--- src/rtl/locked_reg_bank.sv ---
// rtl/locked_reg_bank.sv - bank of lockable config registers with sticky locks and violation counting
// Optional build macro LOCKREG_DEBUG_OVERRIDE_EN: trusted debug writes may modify locked registers.
module locked_reg_bank #(
    parameter int DATA_W   = 16,
    parameter int NUM_REGS = 8,
    parameter int ADDR_W   = 3,
    parameter int VIOL_W   = 8
) (
    input  logic                       Clk,
    input  logic                       resetn,
    input  logic                       wr_en,
    input  logic [ADDR_W-1:0]          wr_addr,
    input  logic [DATA_W-1:0]          wr_data,
    input  logic                       lock_req,
    input  logic [ADDR_W-1:0]          lock_addr,
    input  logic                       lock_all,
    input  logic                       trusted,
    input  logic                       debug_mode,
    input  logic [ADDR_W-1:0]          rd_addr,
    output logic [DATA_W-1:0]          rd_data,
    output logic [NUM_REGS*DATA_W-1:0] regs_flat,
    output logic [NUM_REGS-1:0]        lock_status,
    output logic                       wr_ack,
    output logic                       wr_err,
    output logic [VIOL_W-1:0]          viol_count
);

    localparam logic [ADDR_W:0] NUM_REGS_W = (ADDR_W+1)'(NUM_REGS);

    logic [DATA_W-1:0] regs [NUM_REGS];

    logic wr_in_range;
    logic rd_in_range;
    logic wr_locked;
    logic override;
    logic wr_accept;
    logic wr_reject;

`ifdef LOCKREG_DEBUG_OVERRIDE_EN
    assign override = debug_mode & trusted;
`else
    logic unused_dbg;
    assign unused_dbg = debug_mode ^ trusted;
    assign override   = 1'b0;
`endif

    // A lock presented in the same cycle as a write takes effect before the write.
    always_comb begin
        wr_in_range = ({1'b0, wr_addr} < NUM_REGS_W);
        rd_in_range = ({1'b0, rd_addr} < NUM_REGS_W);
        wr_locked   = lock_all | (lock_req & (lock_addr == wr_addr));
        if (wr_in_range && lock_status[wr_addr])
            wr_locked = 1'b1;
        wr_accept   = wr_en & wr_in_range & (~wr_locked | override);
        wr_reject   = wr_en & ~wr_accept;
    end

    always_ff @(posedge Clk or negedge resetn) begin
        if (!resetn) begin
            for (int i = 0; i < NUM_REGS; i++)
                regs[i] <= '0;
            rd_data     <= '0;
            lock_status <= '0;
            wr_ack      <= 1'b0;
            wr_err      <= 1'b0;
            viol_count  <= '0;
        end else begin
            wr_ack <= wr_accept;
            wr_err <= wr_reject;
            if (wr_reject && (viol_count != '1))
                viol_count <= viol_count + 1'b1;
            for (int i = 0; i < NUM_REGS; i++) begin
                if (lock_all || (lock_req && (lock_addr == ADDR_W'(i))))
                    lock_status[i] <= 1'b1;
                if (wr_accept && (wr_addr == ADDR_W'(i)))
                    regs[i] <= wr_data;
            end
            rd_data <= rd_in_range ? regs[rd_addr] : '0;
        end
    end

    for (genvar g = 0; g < NUM_REGS; g++) begin : g_flat
        assign regs_flat[g*DATA_W +: DATA_W] = regs[g];
    end

endmodule

--- config.mk ---
export PLATFORM = sky130hd
export DESIGN_NAME = locked_reg_bank
export DESIGN_NICKNAME = d
export VERILOG_FILES = /design/src/rtl/locked_reg_bank.sv
export SDC_FILE = /design/constraint.sdc
export NUM_CORES = 1
export LEC_CHECK = 0
export BUFFER_PORTS_ARGS = -buffer_cell sky130_fd_sc_hd__buf_2
export CAP_MARGIN = 0
export CORE_UTILIZATION = 30
export CTS_CLUSTER_DIAMETER = 80
export DETAILED_ROUTE_END_ITERATION = 10
export HOLD_SLACK_MARGIN = 0.15
export PLACE_DENSITY = 0.56
export SYNTH_ARGS = -nofsm -noshare
export SYNTH_HDL_FRONTEND = slang
export SYNTH_SLANG_ARGS = --single-unit
--- constraint.sdc ---
create_clock -name Clk -period 3.3 [get_ports Clk]
set_input_delay 0.66 -clock Clk [delete_from_list [all_inputs] [get_ports Clk]]
set_output_delay 0.66 -clock Clk [all_outputs]
set_load 0.005 [all_outputs]
==> summary.md <==
| Metric | Value |
|---|---|
| Status | completed |
| Share of flip-flops with an asynchronous set or reset | 100.0% |
| GPL Wtd Cong | 0.7869 |
| Post-synth net total | 473 |
| I/O pin cnt | 194 |
| DR iter-0 viols | 196 |
| Register-to-Register Path Depth | 6 |
| Sequential power share | 45.6% |
| Die W | 158.5 um |
| Row cnt | 56 |
| Setup_tns | 0 ns |
| First-pass GRT wire length | 29.37 mm |
| Fin. max-slew vios | 0 |
| Class of the worst hold path | in -> async |
| TritonCTS Sinks | 162 |
| Critical path launch point type | input port |
| Area delta synth->final | 26.11% |
| Clock Latency Late Sink | 0.42 ns |
| Slowest CP cell | or4_1 |
| Number of fill cells | 2180 |
| Global-route usage over all layers | 16.16% |
| Relative slew slack | 61.88% |
| Worst setup path endpoint | regs_flat[95]$_DFFE_PN0P_ |
| DP Wirelength | 13.90 mm |
| Drt total wl | 19.61 mm |
| Reg-to-reg endpoint | regs_flat[95]$_DFFE_PN0P_ |
| Non-filler cells, final | 976 |
| Vias per cell | 4.732 |
| Largest net degree at the start of global routing | 65 |
| Starting Density | 30.95% |
| FF-to-FF Start | lock_status[6]$_DFFE_PN0P_ |
| Yosys warns | 0 |
| Post-synthesis sequential area ratio | 55.14% |
| Yosys reg bits | 162 |
| Post-Layout Inst Area | 0.009271 mm^2 |
| Post-CTS sizing | 0 |
| Max-Cap Viols | 0 |
| Sw Pwr | 1.489 mW |
| Reg clk slew, reported paths | 0.07 ns |
| Worst setup EP type | flop |
| Logic pwr share | 18.1% |
| Final hold viol count | 0 |
| CTS Hold Bufs | 0 |
| RSZ-0062 raised after global routing | false |
| CTS root buffer | clkbuf_16 |
| CP startpoint | wr_addr[1] |
| TritonCTS clock tree | done |
| Die area | 0.02514 mm^2 |
| Synth Instances | 440 |
| Int Pwr | 4.041 mW |
| Post-synth cell types | 31 |
| CP max FO | 16 |
| Worst-margin pin slew | 0.5718 ns |
| Seq. cell area | 0.004054 mm^2 |
| Critical path type | in -> reg |
| Maximum VDD drop | 285.2 uV |
| Antenna viol nets, final | 0 |
| Syn_area_per_cell | 16.71 um^2 |
| Post-Synthesis Cell Area | 0.007352 mm^2 |
| WP data arrival | 2.90 ns |
| Minimum clock period | 2.605 ns |
| CP peak stage delay | 0.55 ns |
| Nets@finish | 677 |
| Vias in the first global route | 4821 |
| Via count of the routed design | 4618 |
| Initial antenna violation count | 0 |
| Sw Ratio | 26.92% |
| CTS buffer count | 17 |
| Fmax | 383.8 MHz |
| Final Skew | 0.008232 ns |
| WL/cell | 20.10 um |
| Clock power share | 36.3% |
| Post-Place Cell Area | 0.008680 mm^2 |
| Commonest cells after routing, fill and taps aside | buf_2 (190), dfrtp_1 (162), mux2_4 (60), mux2_1 (56), mux4_2 (34) |
| Share of layout cells above drive strength 1 | 56.93% |
| Core footprint | 0.02375 mm^2 |
| Multi-input gate area | 0.003048 mm^2 |
| Leak | 4.832 nW |
| Port buffer count | 191 |
| Post-route DRC | 0 |
| Ant diodes | 0 |
| Dpl cells | 944 |
| CP Cell Sequence | buf_2 -> mux4_2 -> nand2_2 -> nand3_4 -> or4_1 -> buf_4 -> mux2_1 |
| Grt ovf | 0 |
| H-tree Lvls | 4 |
| CTS Buffer Depth | 2 |
| Most common cell after layout, fill and taps aside | buf_2 |
| Die height | 158.5 um |
| Worst R2R Setup Slack | 0.80 ns |
| Final period util | 78.95% |
| Main synth FF type | dfrtp_1 |
| Number of synthesized flops with an enable pin | 0 |
| Setup bufs post-CTS | 0 |
| Final setup fails | 0 |
| DRT Pass-1 Iters | 4 |
| Data required, critical path | 3.59 ns |
| PD cells | 596.4 mW/mm^2 |
==> stage by stage <==
step	total power [mW]	worst slack, ns	util (%)	hold WS, ns
2_1_floorplan	3.042	0.6526	-	0.3644
6_report	5.530	0.6946	39.03	0.2104
3_5_place_dp	3.581	0.2529	36.54	0.4880
5_1_grt	5.806	0.5899	39.03	0.2479
4_1_cts	5.616	0.6912	39.03	0.2183
3_3_place_gp	3.539	0.2933	36.54	0.4839
==> per-layer routing <==
layer	track usage [%]	wire length, um
met5	0	0
met1	21.59	9002
met2	26.21	9313
met4	4.945	259
met3	3.402	1038
==> state kept, by name, summed over array words and instances (netlist names) <==
register and flops:
regs_flat 128, wr_ack 1, rd_data 16, wr_err 1, viol_count 8, lock_status 8
==> worst min path at each step <==
| stage | from | endpoint | slack (ns) | cells after the start |
|---|---|---|---|---|
| global route | resetn | rd_data[14]$_DFF_PN0_ | 0.25 | 1 |
| CTS | resetn | regs_flat[78]$_DFFE_PN0P_ | 0.22 | 1 |
| floorplan | resetn | lock_status[0]$_DFFE_PN0P_ | 0.36 | 0 |
| finish | resetn | regs_flat[78]$_DFFE_PN0P_ | 0.21 | 1 |
| detailed placement | lock_status[7]$_DFFE_PN0P_ | lock_status[7]$_DFFE_PN0P_ | 0.49 | 2 |
| global placement | viol_count[5]$_DFFE_PN0P_ | viol_count[5]$_DFFE_PN0P_ | 0.48 | 1 |
==> cells in the mapped netlist, types with 2 or more instances <==
cell type	number	area share (%)
mux4_2	34	10
nand4_1	4	0.34
xnor2_1	9	1.1
mux2_2	29	4.4
or4_1	4	0.41
buf_8	4	0.82
nand2b_1	4	0.34
nand2_2	2	0.17
clkbuf_1	7	0.36
nand2_1	4	0.20
inv_1	3	0.15
dfrtp_1	162	55
or3_1	4	0.34
a31oi_1	2	0.17
and3_1	3	0.26
mux2_1	56	8.6
o21ai_0	6	0.41
buf_6	10	1.5
nor2_1	10	0.51
mux2_4	60	12
nand3_1	5	0.34
buf_1	4	0.20
buf_2	5	0.34
o31ai_1	2	0.20
==> kinds of logic after synthesis <==
logic type               count (synthesis)  share of synthesized area [%]
flip-flops                             162                          55.14
adder cells (fa/ha/maj)                  1                         0.1702
multiplexers                           179                          35.69
AND/OR/NAND/NOR                         44                          3.455
XOR/XNOR                                 9                          1.072
AO/OA/AOI/OAI                           12                          1.072
buffers and inverters                   33                          3.404
==> power groups by stage <==
stage | Clock [mW] | Sequential, mW | Combinational [mW]
after floorplan | 0 | 2.54 | 0.500
after global placement | 0 | 2.54 | 1.00
after detailed placement | 0 | 2.56 | 1.02
after global routing | 2.14 | 2.56 | 1.11
after CTS | 2.07 | 2.52 | 1.02
final | 2.01 | 2.52 | 1.00
==> final cells by class <==
class	instances	share of cell area (%)
timing repair buffer	215	12.59
inverter	3	0.1215
clock inverter	14	1.646
clock buffer	18	4.737
sequential	162	43.72
multi-input combinational	245	32.87
tap	319	4.305
==> critical path: cells and delay by family <==
kind,cells,cell delay (ns)
simple gates,3,0.82
mux,2,0.91
buf+inv,2,0.49
Note: power is estimated with default switching activity, not from simulation.
